File: src/rtl/wb_slave_pkg.sv
// rtl/wb_slave_pkg.sv - shared types and constants for the Wishbone slave responder
// Purpose: FSM state type, request-entry width helper and timeout counter width.
// Ports: none (package).
package wb_slave_pkg;

  typedef enum logic {
    IDLE   = 1'b0,
    ACTIVE = 1'b1
  } state_t;

  localparam int WB_DATA_W     = 32;
  localparam int WB_SEL_W      = 4;
  localparam int TIMEOUT_CNT_W = 8;

  // A buffered request is packed as {we, sel, adr, data}.
  function automatic int entry_width(input int addr_w);
    return 1 + WB_SEL_W + addr_w + WB_DATA_W;
  endfunction

endpackage

File: src/rtl/wb_request_fifo.sv
// rtl/wb_request_fifo.sv - synchronous request FIFO with flush and occupancy count
// Purpose: buffers accepted Wishbone requests; head entry visible combinationally.
// Ports:
//   i_clk, i_rst  clock and synchronous active-high reset
//   i_push/i_data write one entry (caller guarantees not full)
//   i_pop         retire the head entry (caller guarantees not empty)
//   i_flush       discard all entries at the next edge
//   o_head        current head entry
//   o_count       number of stored entries (0..DEPTH)
module wb_request_fifo #(
  parameter int WIDTH = 61,
  parameter int DEPTH = 2,
  localparam int PTR_W = $clog2(DEPTH),
  localparam int CNT_W = $clog2(DEPTH) + 1
) (
  input  logic             i_clk,
  input  logic             i_rst,
  input  logic             i_push,
  input  logic             i_pop,
  input  logic             i_flush,
  input  logic [WIDTH-1:0] i_data,
  output logic [WIDTH-1:0] o_head,
  output logic [CNT_W-1:0] o_count
);

  logic [WIDTH-1:0] r_mem [DEPTH];
  logic [PTR_W-1:0] r_wr_ptr;
  logic [PTR_W-1:0] r_rd_ptr;
  logic [CNT_W-1:0] r_count;

  // DEPTH is a power of two, so the pointers wrap naturally.
  always_ff @(posedge i_clk) begin
    if (i_rst || i_flush) begin
      r_wr_ptr <= '0;
      r_rd_ptr <= '0;
      r_count  <= '0;
    end else begin
      if (i_push) r_wr_ptr <= r_wr_ptr + PTR_W'(1);
      if (i_pop)  r_rd_ptr <= r_rd_ptr + PTR_W'(1);
      r_count <= r_count + CNT_W'(i_push) - CNT_W'(i_pop);
    end
  end

  always_ff @(posedge i_clk) begin
    if (i_push) r_mem[r_wr_ptr] <= i_data;
  end

  assign o_head  = r_mem[r_rd_ptr];
  assign o_count = r_count;

endmodule

File: src/rtl/wb_slave_interface.sv
// rtl/wb_slave_interface.sv - pipelined Wishbone slave replaying requests onto an enable/busy port
// Purpose: buffers Wishbone requests, executes them one at a time on the peripheral
//   port, returns one ack or error per request; unmapped and hung accesses error.
// Ports:
//   wb_clk_i, wb_rst_i           clock, synchronous active-high reset
//   wb_cyc_i/stb_i/we_i/sel_i    Wishbone request; wb_data_i write data, wb_adr_i byte address
//   wb_ack_o/error_o/data_o      response pulse and read data; wb_stall_o = buffer full
//   peripheral*                  word-aligned address, byte select, read/write enables,
//                                write data, read data in, busy in
module wb_slave_interface
  import wb_slave_pkg::*;
#(
  parameter int ADDRESS_WIDTH  = 24,
  parameter int FIFO_DEPTH     = 2,
  parameter int MAPPED_BYTES   = 4096,
  parameter int TIMEOUT_CYCLES = 255
) (
  input  logic                     wb_clk_i,
  input  logic                     wb_rst_i,
  input  logic                     wb_cyc_i,
  input  logic                     wb_stb_i,
  input  logic                     wb_we_i,
  input  logic [3:0]               wb_sel_i,
  input  logic [31:0]              wb_data_i,
  input  logic [ADDRESS_WIDTH-1:0] wb_adr_i,
  output logic                     wb_ack_o,
  output logic                     wb_stall_o,
  output logic                     wb_error_o,
  output logic [31:0]              wb_data_o,
  output logic [ADDRESS_WIDTH-1:0] peripheralAddress,
  output logic [3:0]               peripheralByteSelect,
  output logic                     peripheralWriteEnable,
  output logic                     peripheralReadEnable,
  output logic [31:0]              peripheralDataWrite,
  input  logic [31:0]              peripheralDataRead,
  input  logic                     peripheralBusy
);

  localparam int ENTRY_W = entry_width(ADDRESS_WIDTH);
  localparam int CNT_W   = $clog2(FIFO_DEPTH) + 1;
  localparam logic [CNT_W-1:0]         FULL_COUNT  = CNT_W'(FIFO_DEPTH);
  localparam logic [TIMEOUT_CNT_W-1:0] TIMEOUT_VAL = TIMEOUT_CNT_W'(TIMEOUT_CYCLES);
  localparam logic [63:0]              MAPPED_LIM  = 64'(MAPPED_BYTES);

  state_t                     r_state;
  state_t                     w_state_next;
  logic [TIMEOUT_CNT_W-1:0]   r_busy_cnt;
  logic                       r_ack;
  logic                       r_err;
  logic [31:0]                r_rdata;

  logic                       w_accept;
  logic [ENTRY_W-1:0]         w_head;
  logic [CNT_W-1:0]           w_count;
  logic                       w_head_we;
  logic [3:0]                 w_head_sel;
  logic [ADDRESS_WIDTH-1:0]   w_head_adr;
  logic [31:0]                w_head_data;
  logic                       w_unmapped;
  logic                       w_timeout;
  logic                       w_rd_en;
  logic                       w_wr_en;
  logic                       w_pop;
  logic                       w_complete;
  logic                       w_fail;
  logic                       w_drive;

  // Stall comes only from the registered count: a slot freed by a pop this
  // cycle is not offered to the master until the next cycle.
  assign wb_stall_o = (w_count == FULL_COUNT);
  assign w_accept   = wb_cyc_i & wb_stb_i & ~wb_stall_o;

  wb_request_fifo #(
    .WIDTH (ENTRY_W),
    .DEPTH (FIFO_DEPTH)
  ) u_fifo (
    .i_clk   (wb_clk_i),
    .i_rst   (wb_rst_i),
    .i_push  (w_accept),
    .i_pop   (w_pop),
    .i_flush (~wb_cyc_i),
    .i_data  ({wb_we_i, wb_sel_i, wb_adr_i, wb_data_i}),
    .o_head  (w_head),
    .o_count (w_count)
  );

  assign w_head_we   = w_head[ENTRY_W-1];
  assign w_head_sel  = w_head[ENTRY_W-2 -: 4];
  assign w_head_adr  = w_head[32 +: ADDRESS_WIDTH];
  assign w_head_data = w_head[31:0];
  assign w_unmapped  = (64'(w_head_adr) >= MAPPED_LIM);
  // The counter only advances while enabled and busy, so reaching the limit
  // means the peripheral has been stuck for TIMEOUT_CYCLES cycles.
  assign w_timeout   = (r_busy_cnt == TIMEOUT_VAL);

  always_ff @(posedge wb_clk_i) begin
    if (wb_rst_i) r_state <= IDLE;
    else          r_state <= w_state_next;
  end

  always_comb begin
    w_state_next = r_state;
    w_rd_en      = 1'b0;
    w_wr_en      = 1'b0;
    w_pop        = 1'b0;
    w_complete   = 1'b0;
    w_fail       = 1'b0;
    case (r_state)
      IDLE: begin
        if (w_accept) w_state_next = ACTIVE;
      end
      ACTIVE: begin
        if (w_count != '0) begin
          if (w_unmapped || w_timeout) begin
            w_pop  = 1'b1;
            w_fail = 1'b1;
          end else begin
            w_wr_en = w_head_we;
            w_rd_en = ~w_head_we;
            if (!peripheralBusy) begin
              w_pop      = 1'b1;
              w_complete = 1'b1;
            end
          end
        end
        if (!w_accept && (w_count == CNT_W'(w_pop))) w_state_next = IDLE;
      end
      default: w_state_next = IDLE;
    endcase
    // Dropping cyc abandons everything, including the peripheral access in flight.
    if (!wb_cyc_i) begin
      w_state_next = IDLE;
      w_rd_en      = 1'b0;
      w_wr_en      = 1'b0;
      w_pop        = 1'b0;
      w_complete   = 1'b0;
      w_fail       = 1'b0;
    end
  end

  always_ff @(posedge wb_clk_i) begin
    if (wb_rst_i || !wb_cyc_i || w_pop) begin
      r_busy_cnt <= '0;
    end else if ((w_rd_en || w_wr_en) && peripheralBusy) begin
      r_busy_cnt <= r_busy_cnt + TIMEOUT_CNT_W'(1);
    end
  end

  always_ff @(posedge wb_clk_i) begin
    if (wb_rst_i) begin
      r_ack   <= 1'b0;
      r_err   <= 1'b0;
      r_rdata <= '0;
    end else begin
      r_ack   <= w_complete;
      r_err   <= w_fail;
      r_rdata <= (w_complete && w_rd_en) ? peripheralDataRead : '0;
    end
  end

  // A response registered just before cyc drops is withheld from the master.
  assign wb_ack_o   = r_ack & wb_cyc_i;
  assign wb_error_o = r_err & wb_cyc_i;
  assign wb_data_o  = wb_cyc_i ? r_rdata : '0;

  assign w_drive               = w_rd_en | w_wr_en;
  assign peripheralReadEnable  = w_rd_en;
  assign peripheralWriteEnable = w_wr_en;
  assign peripheralAddress     = w_drive ? {w_head_adr[ADDRESS_WIDTH-1:2], 2'b00} : '0;
  assign peripheralByteSelect  = w_drive ? w_head_sel : '0;
  assign peripheralDataWrite   = w_drive ? w_head_data : '0;

endmodule

File: config.mk
export PLATFORM = sky130hd
export DESIGN_NAME = wb_slave_interface
export DESIGN_NICKNAME = d
export VERILOG_FILES = /design/src/rtl/wb_slave_pkg.sv /design/src/rtl/wb_request_fifo.sv /design/src/rtl/wb_slave_interface.sv
export SDC_FILE = /design/constraint.sdc
export NUM_CORES = 1
export LEC_CHECK = 0
export ABC_CLOCK_PERIOD_IN_PS = 6200
export CELL_PAD_IN_SITES_DETAIL_PLACEMENT = 2
export CELL_PAD_IN_SITES_GLOBAL_PLACEMENT = 2
export CORE_AREA = 2 2 204 106
export DETAILED_ROUTE_END_ITERATION = 7
export DIE_AREA = 0 0 206 108
export PLACE_DENSITY = 0.83
export RECOVER_POWER = 25
export SLEW_MARGIN = 5
export SYNTH_ARGS = -nofsm -noshare
export SYNTH_HDL_FRONTEND = slang
export SYNTH_SLANG_ARGS = --single-unit
File: constraint.sdc
create_clock -name wb_clk_i -period 6.2 [get_ports wb_clk_i]
set_input_delay 1.24 -clock wb_clk_i [delete_from_list [all_inputs] [get_ports wb_clk_i]]
set_output_delay 1.24 -clock wb_clk_i [all_outputs]
set_load 0.03 [all_outputs]
### Word-level counts from Yosys, hierarchy flattened

Memory sizes are Yosys's and may differ from the RTL's. A register that Yosys moved wholly into a read port is not among the register bits.
Cells that the tools add are included.
Widths: inputs -> output; s select.

| storage, ports and cells | value |
|---|---|
| register bits | 47 |
| memory bits (writable) | 122 |
| input port bits | 98 |
| output and inout port bits | 97 |
| word-level logic and storage cells | 72 |
| memories | 1 |

Memory list:

| memory | depth | width | read ports | clocked after Yosys merged registers in | write ports | RTL line | RTL |
|---|---|---|---|---|---|---|---|
| u_fifo.r_mem | 2 | 61 | 1 | 1 | 1 | wb_request_fifo.sv:26 | `logic [WIDTH-1:0] r_mem [DEPTH];` |

| operators by class | value |
|---|---|
| add/sub/neg operators | 5 |
| $lt $le $gt $ge | 1 |
| eq/ne operators | 3 |
| muxes and demuxes | 29 |
| bitwise gates (word level) | 11 |
| reduce and logical (&&, ||, !) cells | 14 |

Operator list:

| cell | count |
|---|---|
| $mux 32 | 2 |
| $ge 24x13->1 const B | 1 |
| $mux 1 | 24 |
| $mux 24 | 1 |
| $add 8x1->8 const B | 1 |
| $eq 8x8->1 const B | 1 |
| $not 1->1 | 6 |
| $logic_or 1x1->1 | 5 |
| $and 1x1->1 | 4 |
| $mux 4 | 1 |
| $reduce_or 2->1 | 2 |
| $reduce_or 4->1 | 1 |
| $logic_and 1x1->1 | 3 |
| $add 1x1->1 const B | 2 |
| $add 2x1->2 | 1 |
| $eq 2x1->1 | 1 |
| $eq 2x2->1 const B | 1 |
| $logic_not 1->1 | 2 |
| $pmux 1 s2 | 1 |
| $reduce_bool 2->1 | 1 |
| $sub 2x1->2 | 1 |
| $or 1x1->1 | 1 |

### Depth between registers and ports, before layout

Gate-level depths: netlist of run 1.

| logic depth | value |
|---|---|
| depth after elaboration | 9 |
| gate-level depth with buffers | 11 |
| depth with buffers taken out | 11 |

### Cells and area by module

Synthesis of run 1 repeated with hierarchy kept, for this count alone.

| second synthesis, totals | value |
|---|---|
| cell total of the unflattened synthesis | 453 |
| area total of the unflattened synthesis | 7063.0 µm² |

By module, submodules not included:

| module | instances | cells an instance | area an instance (µm²) | sequential area each (µm²) |
|---|---|---|---|---|
| wb_request_fifo | 1 | 209 | 4919.7 | 3763.6 |
| wb_slave_interface | 1 | 244 | 2143.3 | 860.8 |

### Least setup slack after synthesis of run 1

No wires, ideal clock.

| path | value |
|---|---|
| path kind | input port to flip-flop |
| start point | input port wb_cyc_i |
| end point | memory u_fifo.r_mem[0][0] (enable) |
| setup time | 0.476 ns |
| arrival | 4.170 ns |
| path slack | 1.554 ns |
| stages | 3 |
| cell sequence | clkbuf_1 -> nand3b_1 -> nor2_1 |

| on the way | value |
|---|---|
| word-level cells in the longest chain between the ends | 4 |

Ends and longest elaborated chain:

| item | RTL line | RTL |
|---|---|---|
| start: declaration | wb_slave_interface.sv:20 | `input logic wb_cyc_i,` |
| $and 1x1->1 (2 in series) | wb_slave_interface.sv:71 | `assign w_accept = wb_cyc_i & wb_stb_i & ~wb_stall_o;` |
| $mux 1 | wb_request_fifo.sv:45 | `if (i_push) r_mem[r_wr_ptr] <= i_data;` |
| $mux 1 (not written as such) | wb_request_fifo.sv:45 |  |
| end: declaration | wb_request_fifo.sv:26 |  |

No other way between the ends.

### Worst setup path in the final report of run 1

| path | value |
|---|---|
| start point | input port wb_cyc_i |
| end point | output port peripheralDataWrite[16] |

| on the way | value |
|---|---|
| word-level cells in the longest chain between the ends | 3 |

Ends and longest elaborated chain:

| item | RTL line | RTL |
|---|---|---|
| $mux 1 | wb_slave_interface.sv:131 | `if (!wb_cyc_i) begin` |
| $or 1x1->1 (*) | wb_slave_interface.sv:166 | `assign w_drive = w_rd_en \| w_wr_en;` |
| $mux 32 (*) | wb_slave_interface.sv:171 | `assign peripheralDataWrite = w_drive ? w_head_data : '0;` |
| end: declaration | wb_slave_interface.sv:34 | `output logic [31:0] peripheralDataWrite,` |

Every way passes the cells marked *; elsewhere a longest branch is shown, timed or not.

==> out/metrics.yaml, run 1 <==
initial_core_util_pct: 30.9
whs_ps: 503
synthToLayoutAreaGrowth_pct: 42.8
p_int_mw: 1.83
busiest_layer: "met2"
tritoncts: "yes"
skew_ps: 12.0
synth-edff-count: 118
hold_violations: 0
die_area_sq_um: 22200
vias_per_cell: 4.52
p_switching_mw: 0.524
powerDensity_nw_per_um2: 263
syn_inst: 435
p_leak_nw: 3.07
nets: 724
setup.worst_path.class: "in -> out"
switching_share_pct: 22.3
yosys_warnings: 0
ys.flop_type: "edfxtp_1"
final_common_cell: "clkdlybuf4s50_1"
wl_per_cell_um: 19.9
io_pins: 195
cts_buffers: 17
start_kind: "input pin"
regArea_sq_um: 4510
postCtsSetupBuffers: 0
cts_root_buffer: "clkbuf_16"
grt_max_degree: 45
ys_async_sr_fraction_pct: 0
met3_usage_pct: 4.28
worst_setup_path_end_kind: "output pin"
met1_usage_pct: 17.5
path_max_fanout: 32
gr-total-overflow: 0
netlist_top_cells_area: "edfxtp_1, dfxtp_1, mux2i_1"
clock_latency_ps: 430
synth_area_leader_cell: "edfxtp_1"
syn_area_sq_um: 6260
hold_buffers: 0
cts_resized: 0
num_rows: 37
fin_setup_tns_ps: 0
max_freq_mhz: 200
grt_pass1_vias: 4666
synth_cell_types: 38
finalCriticalPeriod_ps: 5000
drt_iter0_markers: 119
antenna_found_initial: 1
multiInputGateArea_sq_um: 1660
drive_gt1_share_pct: 7.39
rsz0062_at_grt: "no"
track_usage_pct: 16.7
clkTransAtPathRegs_ps: 70
core_area_sq_um: 20300
outcome: "finished clean"
ys_ff_latch: 166
sequentialPowerShare_pct: 51.8
max_slew_margin_pct: 22.9
p_clk_share_pct: 43.5
vias: 4110
avgSynthCellArea_sq_um: 14.4
yosysTopAreaCellShare_pct: 56.6
total_power_mw: 2.35
cts_buffer_depth: 2
ir_worst_vdd_mv: 0.191
die_w_um: 206
cts_sinks: 166
wirelength_um: 18100
ys_seq_area_share_pct: 71.9
htreeDepth: 4
dr.pass1.iters: 4
drv_cap: 0
grt_pass1_wl_um: 27000
die_y_um: 108
grtUsageMet2_pct: 32.4
globalplace.congestion: 0.701
setup_violations: 0
combPwrFrac_pct: 4.6
n_fill_cell: 2031
crit_required_ps: 4960
ant_nets: 0
slew_violations: 0
dpl.hpwl_um: 12900
post-route-drc-count: 0
cp.arrival_ps: 3760
final_cell_mix: "clkdlybuf4s50_1, edfxtp_1, and2_1, nor2_1, dfxtp_1"
min_path_type: "reg -> reg"
post-route-period-util_pct: 80.7
port_buffers: 178
worst_pin_slew_ps: 1150
## metal layers
layer  wire, um  share of wire (%)
met4        400                2.2
met2       9850                 54
met1       7030                 39
met5          0                  0
met3        807                4.5
## logic make-up (layout without fill, tap and decap cells)
family                     after synthesis  count (layout)  synth area share (%)
and+or+nand+nor                        156             156                  13.6
DFF                                    166             166                  71.9
buffers and inverters                   34             222                  2.94
muxes                                   47              47                  7.53
adders and majority gates                3               3                 0.600
xor gates and xnor gates                 3               3                 0.420
other                                    1              15                0.0599
AOI/OAI and AO/OA                       25              25                  2.90
## registers in the layout, summed over array words and instances, names as in the netlist, named ones only
signal,flops
u_fifo.r_mem,118
r_rdata,32
r_busy_cnt,8
u_fifo.o_count,2
r_ack,1
r_err,1
r_state,1
u_fifo.r_rd_ptr,1
u_fifo.r_wr_ptr,1
## layout make-up
class                           instances  area share [%]
Antenna cell                            1          0.0280
Clock buffer                           19            4.84
Clock inverter                         13            1.40
Inverter                                3           0.126
Multi-Input combinational cell        248            18.6
Sequential cell                       166            50.4
Tap cell                              273            3.82
Timing Repair Buffer                  187            20.8
## Yosys cell counts, drive strengths merged, types with 2 or more instances
| master | instances |
|---|---|
| a211oi | 2 |
| a21oi | 4 |
| a22o | 6 |
| and2 | 68 |
| and3 | 6 |
| buf | 18 |
| clkbuf | 13 |
| dfxtp | 48 |
| edfxtp | 118 |
| ha | 3 |
| inv | 3 |
| mux2i | 46 |
| nand2 | 4 |
| nand3b | 2 |
| nor2 | 53 |
| nor2b | 9 |
| nor3 | 3 |
| nor4 | 3 |
| o2111ai | 2 |
| o21ai | 7 |
| or4 | 3 |
| xnor2 | 2 |
## critical path, cell delays in order
cell and delay (ps):
clkdlybuf4s50_1 520, o211ai_1 150, inv_1 180, o2111ai_4 400, buf_12 340, nor2_1 160
clkdlybuf4s50_1 750
## stage by stage
stage               cell area, sq um  utilization, %  setup slack, ps  cells
global placement                8380            41.3             1320    877
detailed placement              8380            41.3             1210    877
global route                    8940            44.1             1100    910
CTS                             8940            44.1             1170    909
finish                          8940            44.1             1200    910
floorplan                       6310               -             1550    448
## worst paths after layout
path	slack [ps]	endpoint	from	cells after the start
setup / recovery	1200	peripheralDataWrite[16]	wb_cyc_i	7
hold / removal	500	r_busy_cnt[1]$_SDFFE_PP0P_	r_busy_cnt[1]$_SDFFE_PP0P_	2
setup reg to reg	3420	u_fifo.o_count[1]$_SDFF_PP0_	u_fifo.r_mem[0][46]$_DFFE_PP_	10
hold reg to reg	500	r_busy_cnt[1]$_SDFFE_PP0P_	r_busy_cnt[1]$_SDFFE_PP0P_	2
## power groups by stage
stage / Sequential, mW / Combinational (mW) / Clock, mW
3_5_place_dp: 1.24 / 0.115 / 0
6_report: 1.22 / 0.109 / 1.02
5_1_grt: 1.22 / 0.117 / 1.09
4_1_cts: 1.22 / 0.116 / 1.05
3_3_place_gp: 1.24 / 0.107 / 0
2_1_floorplan: 1.24 / 0.0402 / 0
Power figures use the tool's default switching activity.
==> inputs of run 2 (changes only) <==
--- a/config.mk
+++ b/config.mk
@@ -5,13 +5,13 @@
 export SDC_FILE = /design/constraint.sdc
 export NUM_CORES = 1
 export LEC_CHECK = 0
-export ABC_CLOCK_PERIOD_IN_PS = 6200
+export ABC_CLOCK_PERIOD_IN_PS = 4450
 export CELL_PAD_IN_SITES_DETAIL_PLACEMENT = 2
 export CELL_PAD_IN_SITES_GLOBAL_PLACEMENT = 2
-export CORE_AREA = 2 2 204 106
+export CORE_AREA = 2 2 215 111
 export DETAILED_ROUTE_END_ITERATION = 7
-export DIE_AREA = 0 0 206 108
-export PLACE_DENSITY = 0.83
+export DIE_AREA = 0 0 217 113
+export PLACE_DENSITY = 0.8
 export RECOVER_POWER = 25
 export SLEW_MARGIN = 5
 export SYNTH_ARGS = -nofsm -noshare
==> constraint.sdc (replaced) <==
create_clock -name wb_clk_i -period 4.45 [get_ports wb_clk_i]
set_input_delay 0.89 -clock wb_clk_i [delete_from_list [all_inputs] [get_ports wb_clk_i]]
set_output_delay 0.89 -clock wb_clk_i [all_outputs]
set_load 0.03 [all_outputs]
==> run 2 against run 1 <==
- global-route usage decreased by 1.9 points
- clock power is 48% higher
- worst hold slack better by 27 ps
- clock skew barely moved
- largest power group unchanged
- routed wire length shrank 2.7%
- register-to-register slack worse by 1800 ps
- critical path depth is 1 lower
- total power increased by 43%
- via count down 0.73%
==> out/metrics.yaml, run 2 (synthesis results as in run 1) <==
slew_violations: 0  # unchanged
cts_buffer_depth: 2  # unchanged
finalCriticalPeriod_ps: 3760
largest_register: "u_fifo.r_mem"  # unchanged
fin_setup_tns_ps: 0  # unchanged
vias: 4080  # was 4,110
die_w_um: 217  # was 206 um
die_area_sq_um: 24500  # was 22,200 sq um
post-route-period-util_pct: 84.6
worst_pin_slew_ps: 814  # was 1150 ps
drt_iter0_markers: 166  # was 119
io_pins: 195  # unchanged
globalplace.congestion: 0.717  # was 0.701
nets: 723  # was 724
p_leak_nw: 3.18  # was 3.07 nW
min_path_type: "reg -> reg"  # unchanged
vias_per_cell: 4.32  # was 4.52
cts_sinks: 166  # unchanged
ir_worst_vdd_mv: 0.279  # was 0.191 mV
antenna_found_initial: 4  # was 1
ant_nets: 0  # unchanged
reg_top3: "u_fifo.r_mem x118, r_rdata x32, r_busy_cnt x8"  # unchanged
rsz0062_at_grt: "no"  # unchanged
path_max_fanout: 19  # was 32
core_area_sq_um: 22500  # was 20,300 sq um
largest_reg_flops: 118  # unchanged
num_rows: 39  # was 37
synthToLayoutAreaGrowth_pct: 42.4  # was 42.8%
max_freq_mhz: 266
cts_root_buffer: "clkbuf_16"  # unchanged
clock_latency_ps: 430  # about the same
powerDensity_nw_per_um2: 376  # was 263 nW/um^2
crit_top_cell: "buf_4"  # was clkdlybuf4s50_1
dr.pass1.iters: 4  # unchanged
total_power_mw: 3.36  # was 2.35 mW
post-route-drc-count: 0  # unchanged
grt_pass1_vias: 4640  # was 4,666
grt_pass1_wl_um: 27200  # was 27,000 um
whs_ps: 530  # was 503 ps
die_y_um: 113  # was 108 um
cts_resized: 0  # unchanged
setup_violations: 0  # unchanged
final_common_cell: "edfxtp_1"  # was clkdlybuf4s50_1
port_buffers: 178  # unchanged
gr-total-overflow: 0  # unchanged
cp_slowest_cell: "or4_1"  # was clkdlybuf4s50_1
drive_gt1_share_pct: 14.3  # was 7.39%
hold_buffers: 0  # unchanged
htreeDepth: 4  # unchanged
hold_violations: 0  # unchanged
outcome: "finished clean"  # unchanged
final_cell_mix: "edfxtp_1, clkdlybuf4s50_1, and2_1, buf_4, nor2_1"  # was clkdlybuf4s50_1, edfxtp_1, and2_1, nor2_1, dfxtp_1
wl_per_cell_um: 18.6  # was 19.9 um
cp.arrival_ps: 2870  # was 3760 ps
crit_required_ps: 3560  # was 4960 ps
crit_chain: "or4_1 > nor3_2 > o2111ai_4 > buf_4 > nor2_1 > buf_4"  # was clkdlybuf4s50_1 > o211ai_1 > inv_1 > o2111ai_4 > buf_12 > nor2_1 > clkdlybuf4s50_1
drv_cap: 0  # unchanged
start_kind: "register"  # was input pin
postCtsSetupBuffers: 0  # unchanged
dpl.hpwl_um: 12200  # was 12,900 um
cts_buffers: 17  # unchanged
max_slew_margin_pct: 45.7  # was 22.9%
tritoncts: "yes"  # unchanged
critPathMaxStageDelay_ps: 530  # was 750 ps
wirelength_um: 17600  # was 18,100 um
track_usage_pct: 14.8  # was 16.7%
skew_ps: 12.4  # was 12.0 ps
setup.worst_path.class: "reg -> out"  # was in -> out
grt_max_degree: 45  # unchanged
worst_setup_path_end_kind: "output pin"  # unchanged
clkTransAtPathRegs_ps: 70  # about the same
initial_core_util_pct: 27.8  # was 30.9%
==> run 2: cell types whose count changed in the layout (fill, tap and decap cells not counted), sizes merged <==
cell | before | now
clkdlybuf4s50 | 132 | 83
buf | 9 | 56
bufinv | 1 | 3
clkinv | 6 | 8
diode | 1 | 3
inv | 7 | 5
clkbuf | 19 | 18
clkinvlp | 2 | 1
dlygate4sd3 | 46 | 47
==> run 2: final timing paths <==
path                            startpoint                    endpoint  slack (ps)  cells past startpoint
min             r_busy_cnt[1]$_SDFFE_PP0P_  r_busy_cnt[1]$_SDFFE_PP0P_         530                      2
min reg2reg     r_busy_cnt[1]$_SDFFE_PP0P_  r_busy_cnt[1]$_SDFFE_PP0P_         530                      2
max          u_fifo.r_mem[0][46]$_DFFE_PP_     peripheralDataWrite[19]         690                      6
max reg2reg  u_fifo.r_mem[0][46]$_DFFE_PP_      r_rdata[11]$_SDFF_PP0_        1610                      7
==> run 2: metrics by stage <==
| stage | setup WS (ps) | util [%] | area (sq um) | cells |
|---|---|---|---|---|
| floorplan | 154 | - | 6310 | 448 |
| global placement | 803 | 36.9 | 8320 | 910 |
| detailed placement | 777 | 36.9 | 8320 | 910 |
| CTS | 613 | 39.5 | 8910 | 942 |
| global route | 504 | 39.6 | 8920 | 945 |
| finish | 687 | 39.6 | 8920 | 945 |
==> run 2: power by group <==
part / leakage, nW / switching (mW) / internal [mW]
Combinational: 1.43 / 0.0717 / 0.0785
Clock: 0.285 / 0.630 / 0.878
Sequential: 1.47 / 0.00916 / 1.69
Total: 3.18 / 0.711 / 2.65
==> run 2: cell type report <==
class | instances | area, sq um
multi-input combinational | 248 | 1660
fill | 2311 | 13600
clock buffer | 18 | 429
timing repair buffer | 186 | 1760
sequential | 166 | 4510
clock inverter | 14 | 158
antenna | 3 | 7.51
inverter | 3 | 11.3
tap | 307 | 384
==> run 2: metal layers <==
metal	share of wire (%)	vias up	global-route usage (%)
met4	2.4	0	6.71
li1	-	1895	-
met3	3.5	31	3.23
met2	55	92	28.0
met5	0	-	0
met1	39	2062	15.9
==> run 2: worst max-delay path, delay by kind of cell, from the launching register on <==
kind / cells / cell delay [ps]
simple gates: 3 / 1100
buf+inv: 2 / 560
compound gates: 1 / 410
flops: 1 / 370
==> inputs of run 3 (changes only) <==
--- a/config.mk
+++ b/config.mk
@@ -5,13 +5,13 @@
 export SDC_FILE = /design/constraint.sdc
 export NUM_CORES = 1
 export LEC_CHECK = 0
-export ABC_CLOCK_PERIOD_IN_PS = 4450
+export ABC_CLOCK_PERIOD_IN_PS = 3900
 export CELL_PAD_IN_SITES_DETAIL_PLACEMENT = 2
 export CELL_PAD_IN_SITES_GLOBAL_PLACEMENT = 2
-export CORE_AREA = 2 2 215 111
+export CORE_AREA = 2 2 204 106
 export DETAILED_ROUTE_END_ITERATION = 7
-export DIE_AREA = 0 0 217 113
-export PLACE_DENSITY = 0.8
+export DIE_AREA = 0 0 206 108
+export PLACE_DENSITY = 0.83
 export RECOVER_POWER = 25
 export SLEW_MARGIN = 5
 export SYNTH_ARGS = -nofsm -noshare
==> constraint.sdc (replaced) <==
create_clock -name wb_clk_i -period 3.9 [get_ports wb_clk_i]
set_input_delay 0.78 -clock wb_clk_i [delete_from_list [all_inputs] [get_ports wb_clk_i]]
set_output_delay 0.78 -clock wb_clk_i [all_outputs]
set_load 0.03 [all_outputs]
==> run 3 against run 2 <==
- global-route usage up 1.3 points
- first-iteration DRC count rose by 15%
- die area is 9.3% lower
- register-to-register slack worse by 470 ps
==> out/metrics.yaml, run 3 (synthesis results as in run 1) <==
worst_setup_path_end_kind: "output pin"  # unchanged
reg_top3: "u_fifo.r_mem x118, r_rdata x32, r_busy_cnt x8"  # unchanged
htreeDepth: 4  # unchanged
max_freq_mhz: 289
switching_share_pct: 21.9  # was 21.2%
path_delay_family: "simple AND/OR/NAND/NOR gates"  # unchanged
nets: 725  # was 723
fin_ws_ps: 438  # was 687 ps
grt_pass1_vias: 4634  # was 4,640
whs_ps: 526  # was 530 ps
post-route-period-util_pct: 88.8
final_common_cell: "edfxtp_1"  # unchanged
crit_required_ps: 3120  # was 3560 ps
critPathMaxStageDelay_ps: 570  # was 530 ps
grt_pass1_wl_um: 26600  # was 27,200 um
die_w_um: 206  # was 217 um
drive_gt1_share_pct: 15.4  # was 14.3%
globalplace.congestion: 0.698  # was 0.717
outcome: "finished clean"  # unchanged
regArea_sq_um: 4510  # unchanged
cts_buffers: 17  # unchanged
cts_root_buffer: "clkbuf_16"  # unchanged
core_area_sq_um: 20300  # was 22,500 sq um
largest_register: "u_fifo.r_mem"  # unchanged
io_pins: 195  # unchanged
dr.pass1.iters: 5  # was 4
setup.worst_path.class: "reg -> out"  # unchanged
drv_cap: 0  # unchanged
dpl.hpwl_um: 12500  # was 12,200 um
gr-total-overflow: 0  # unchanged
cts_resized: 0  # unchanged
wirelength_um: 17600  # about the same
cp.arrival_ps: 2680  # was 2870 ps
hold_buffers: 0  # unchanged
tritoncts: "yes"  # unchanged
cts_sinks: 166  # unchanged
finalCriticalPeriod_ps: 3460
postCtsSetupBuffers: 0  # unchanged
die_y_um: 108  # was 113 um
port_buffers: 178  # unchanged
track_usage_pct: 16.1  # was 14.8%
p_clk_share_pct: 44.7  # was 44.9%
drt_iter0_markers: 191  # was 166
skew_ps: 12.0  # was 12.4 ps
p_switching_mw: 0.836  # was 0.711 mW
clkTransAtPathRegs_ps: 70  # about the same
vias: 4128  # was 4,080
worst_pin_slew_ps: 807  # was 814 ps
die_area_sq_um: 22200  # was 24,500 sq um
max_slew_margin_pct: 46.2  # was 45.7%
n_fill_cell: 2028  # was 2,311
antenna_found_initial: 0  # was 4
cts_buffer_depth: 2  # unchanged
vias_per_cell: 4.54  # was 4.32
crit_chain: "or4_1 > nor3_2 > o2111ai_4 > buf_12 > nor2_1 > buf_4"  # was or4_1 > nor3_2 > o2111ai_4 > buf_4 > nor2_1 > buf_4
final_cell_mix: "edfxtp_1, clkdlybuf4s50_1, and2_1, buf_4, nor2_1"  # unchanged
sequentialPowerShare_pct: 50.8  # was 50.6%
n_antenna_cell: 0  # was 3
slew_violations: 0  # unchanged
largest_reg_flops: 118  # unchanged
critPathBufInv: 2  # unchanged
post-route-drc-count: 0  # unchanged
initial_core_util_pct: 30.9  # was 27.8%
setup_violations: 0  # unchanged
combPwrFrac_pct: 4.5  # about the same
ir_worst_vdd_mv: 0.282  # was 0.279 mV
cp_slowest_cell: "or4_1"  # unchanged
wl_per_cell_um: 19.4  # was 18.6 um
p_int_mw: 2.98  # was 2.65 mW
rsz0062_at_grt: "no"  # unchanged
start_kind: "register"  # unchanged
path_max_fanout: 43  # was 19
powerDensity_nw_per_um2: 430  # was 376 nW/um^2
grt_max_degree: 45  # unchanged
num_rows: 37  # was 39
multiInputGateArea_sq_um: 1660  # unchanged
synthToLayoutAreaGrowth_pct: 41.6  # was 42.4%
p_leak_nw: 3.20  # was 3.18 nW
hold_violations: 0  # unchanged
min_path_type: "reg -> reg"  # unchanged
utilization_pct: 43.7  # was 39.6%
place_ws_ps: 549  # was 777 ps
ant_nets: 0  # unchanged
clock_latency_ps: 430  # about the same
-- run 3: layout make-up --
class	count	share of cell area, %
repair buffers	188	19.7
clock inverters	15	1.91
clock buffers	17	4.80
flip-flops and latches	166	50.8
inverters	3	0.127
multi-input cells	248	18.8
well taps	273	3.85
-- run 3: metrics by stage --
stage | instance area [sq um] | TNS (ps) | cells | power (mW)
after floorplan | 6310 | -33770 | 448 | 2.04
after global placement | 8270 | 0 | 878 | 2.14
after detailed placement | 8270 | 0 | 878 | 2.16
after CTS | 8860 | 0 | 910 | 3.87
after global routing | 8860 | 0 | 910 | 3.95
final | 8860 | 0 | 910 | 3.81
-- run 3: layer usage --
metal | share of wire (%) | global-route usage, %
met1 | 38 | 17.1
met3 | 4.5 | 4.40
met5 | 0 | 0
met4 | 1.5 | 4.85
met2 | 56 | 31.2
-- run 3: worst paths after layout --
path | cells after the start | slack [ps] | from | end
setup / recovery | 6 | 440 | u_fifo.r_mem[0][54]$_DFFE_PP_ | peripheralAddress[2]
hold / removal | 2 | 530 | r_busy_cnt[1]$_SDFFE_PP0P_ | r_busy_cnt[1]$_SDFFE_PP0P_
setup reg to reg | 10 | 1140 | u_fifo.r_mem[0][54]$_DFFE_PP_ | u_fifo.o_count[1]$_SDFF_PP0_
hold reg to reg | 2 | 530 | r_busy_cnt[1]$_SDFFE_PP0P_ | r_busy_cnt[1]$_SDFFE_PP0P_
-- run 3: power by group through the flow --
stage | logic [mW] | registers, mW | clock network (mW)
after CTS | 0.184 | 1.94 | 1.75
final | 0.172 | 1.94 | 1.70
after detailed placement | 0.182 | 1.98 | 0
after global routing | 0.185 | 1.94 | 1.83
after global placement | 0.171 | 1.97 | 0
after floorplan | 0.0639 | 1.97 | 0
-- run 3: tightest hold or removal path, delay by kind of cell (launching register included) --
family	cells	cell delay (ps)
and+or+nand+nor	1	70
DFF	1	340
AOI/OAI and AO/OA	1	60
==> RTL change, RTL diff (config.mk and constraints of run 3) <==
Take the reset off `r_rdata` and load it in a clocked block of its own.
--- a/src/rtl/wb_slave_interface.sv
+++ b/src/rtl/wb_slave_interface.sv
@@ -150,12 +150,14 @@
     if (wb_rst_i) begin
       r_ack   <= 1'b0;
       r_err   <= 1'b0;
-      r_rdata <= '0;
     end else begin
       r_ack   <= w_complete;
       r_err   <= w_fail;
-      r_rdata <= (w_complete && w_rd_en) ? peripheralDataRead : '0;
     end
+  end
+
+  always_ff @(posedge wb_clk_i) begin
+    r_rdata <= (w_complete && w_rd_en) ? peripheralDataRead : '0;
   end
 
   // A response registered just before cyc drops is withheld from the master.
Formal check against the unedited RTL: differs if wb_rst_i is asserted again (counterexample within 4 cycles, from zero or initial values and one cycle with wb_rst_i high); with wb_rst_i held inactive, the same outputs for 4 cycles.
==> RTL change against run 3 <==
Maximum frequency fell by 5.9%. Global-route usage is 0.16 points lower. Worst setup slack worse by 0.22 ns. Wire length up 0.91%. Sequential cell count did not move. Total power shrank 1.1%. Final area about the same. Highest routed layer unchanged. Count of clock-buffer cells in the layout unchanged. Clock skew is 0.00086 ns lower. Synthesized area is 0.42% higher.
==> RTL change: results (changes against run 3) <==
route:
  first_pass_iters: 4  # -1
  drtIter0Drc: 131  # -31%
  vias: 4089  # -0.94%
  wirelength_mm: 17.8  # +0.91%
global_routing:
  grt_first_pass_wirelength_mm: 26.3  # -1.0%
  grt_use_total: 0.160  # -0.00160
  grt_pass1_vias: 4524  # -2.4%
  grt_antenna_before_repair: 1  # +1
  grt_start_max_net_pins: 60  # +33%
yosys:
  async_flop_share: 0  # unchanged
  ys_seq_area_frac: 0.716  # -0.00301
  ys_types: 38  # unchanged
  synth_area_leaders: "edfxtp_1 56%, dfxtp_1 15%, mux2i_1 7.5%"
  synth_common_cells: "118 x edfxtp_1, 67 x and2_1, 54 x nor2_1, 48 x dfxtp_1, 47 x mux2i_1"
sta:
  min_period_ns: 3.68  # +0.216 ns
  finClkSkew_ns: 0.0111  # -0.000855 ns
  holdWs_ns: 0.489  # -0.0369 ns
  slew_headroom: 0.433  # -0.0289
placement:
  gp_congestion: 0.700  # +0.26%
  post-place-ws_ns: 0.221  # -0.328 ns
  hpwlAfterDp_mm: 12.3  # -1.2%
  portBuffers: 178  # unchanged
  dpl-instance-area_sq_um: 8280  # about the same
final_layout:
  fin_nets: 733  # +1.1%
  drive_above_1_share: 0.146  # -0.00788
  nFillCells: 2022  # -0.30%
setup_path:
  r2r_start: "u_fifo.r_mem[0][51]"
  rrSetupSlack_ns: 1.12  # -0.02 ns
  max_stage_delay_ns: 0.53  # -0.04 ns
  cpMaxStageDelayCell: "or4_1"
  worst-path-max-fanout: 24  # -44%
  r2r_end: "u_fifo.o_count[1]"
  crit_arrival_ns: 2.90  # +0.22 ns
clocking:
  root_buffer: "clkbuf_16"
  insertion_delay_ns: 0.42
  path_clk_slew_ns: 0.07  # about the same
  cts_buffers: 17  # unchanged
outcome:
  outcome: "complete, no violations"
pwr:
  peakVddDrop_mv: 0.234  # -17%
  leakagePower_nw: 3.13  # -2.3%
hold_path:
  hp-class: "reg2reg"
  holdPathEnd: "r_busy_cnt[1]"
  hp-start: "r_busy_cnt[1]"
[RTL change: final cells by class]
| cell class | count | area, sq um | share of cell area |
|---|---|---|---|
| flip-flops and latches | 166 | 4510 | 0.508 |
| clock buffers | 17 | 425 | 0.0480 |
| clock inverters | 14 | 149 | 0.0168 |
| diodes | 1 | 2.50 | 0.000282 |
| inverters | 4 | 15.0 | 0.00169 |
| well taps | 273 | 342 | 0.0385 |
| repair buffers | 186 | 1780 | 0.201 |
| multi-input cells | 257 | 1640 | 0.185 |
[RTL change: what timing repair did]
action                                  in CTS  in global routing
hold buffers                                 0                  0
gates resized for setup                      1                  2
pin swaps                                    0                  1
cloned                                       0                  1
endpoints found under the setup margin      48                  5
[RTL change: power by group]
part | switching (mW) | internal, mW
clock network | 0.713 | 0.948
logic | 0.0821 | 0.0901
registers | 0.0112 | 1.93
[RTL change: through the flow]
stage / total power, mW / instances
after floorplan: 2.04 / 462
after global placement: 2.14 / 885
after detailed placement: 2.16 / 885
after CTS: 3.83 / 916
after global routing: 3.90 / 918
final: 3.77 / 918
[RTL change: worst register-to-register path, stage by stage, from the launching register on]
cell and delay [ns]:
edfxtp_1 0.39, or4_1 0.53, o22a_1 0.24, a2111oi_1 0.51
nor2_1 0.10, ha_1 0.31, inv_1 0.06, ha_1 0.14
xor2_1 0.18, xnor2_1 0.15, nor2_1 0.05
[RTL change: how the worst max path moves through the flow]
stage                         from                       to  cells past startpoint
5_1_grt        u_fifo.r_mem[0][51]  peripheralDataWrite[12]                      6
3_5_place_dp   u_fifo.r_mem[0][51]  peripheralDataWrite[14]                      6
6_report       u_fifo.r_mem[0][51]  peripheralDataWrite[14]                      6
3_3_place_gp   u_fifo.r_mem[1][51]  peripheralDataWrite[14]                      6
4_1_cts        u_fifo.r_mem[0][51]  peripheralDataWrite[14]                      6
2_1_floorplan             wb_cyc_i       u_fifo.r_mem[0][0]                      3
[RTL change: cells by family (layout without fill, tap and decap cells)]
logic type,after synthesis,in the layout,share of synthesized area
simple gates,168,169,0.142
buf+inv,40,221,0.0354
other cells,1,15,0.000596
mux,47,47,0.0748
flops,166,166,0.716
xor+xnor,3,3,0.00418
compound gates,21,21,0.0203
fa+ha+maj,3,3,0.00597
[RTL change: routing by layer]
| layer | track usage | wire [um] | share of wire | up-vias |
|---|---|---|---|---|
| li1 | - | - | - | 1924 |
| met1 | 0.174 | 6900 | 0.39 | 2069 |
| met2 | 0.308 | 10100 | 0.57 | 81 |
| met3 | 0.0371 | 605 | 0.034 | 15 |
| met4 | 0.0480 | 209 | 0.012 | 0 |
| met5 | 0 | 0 | 0 | - |
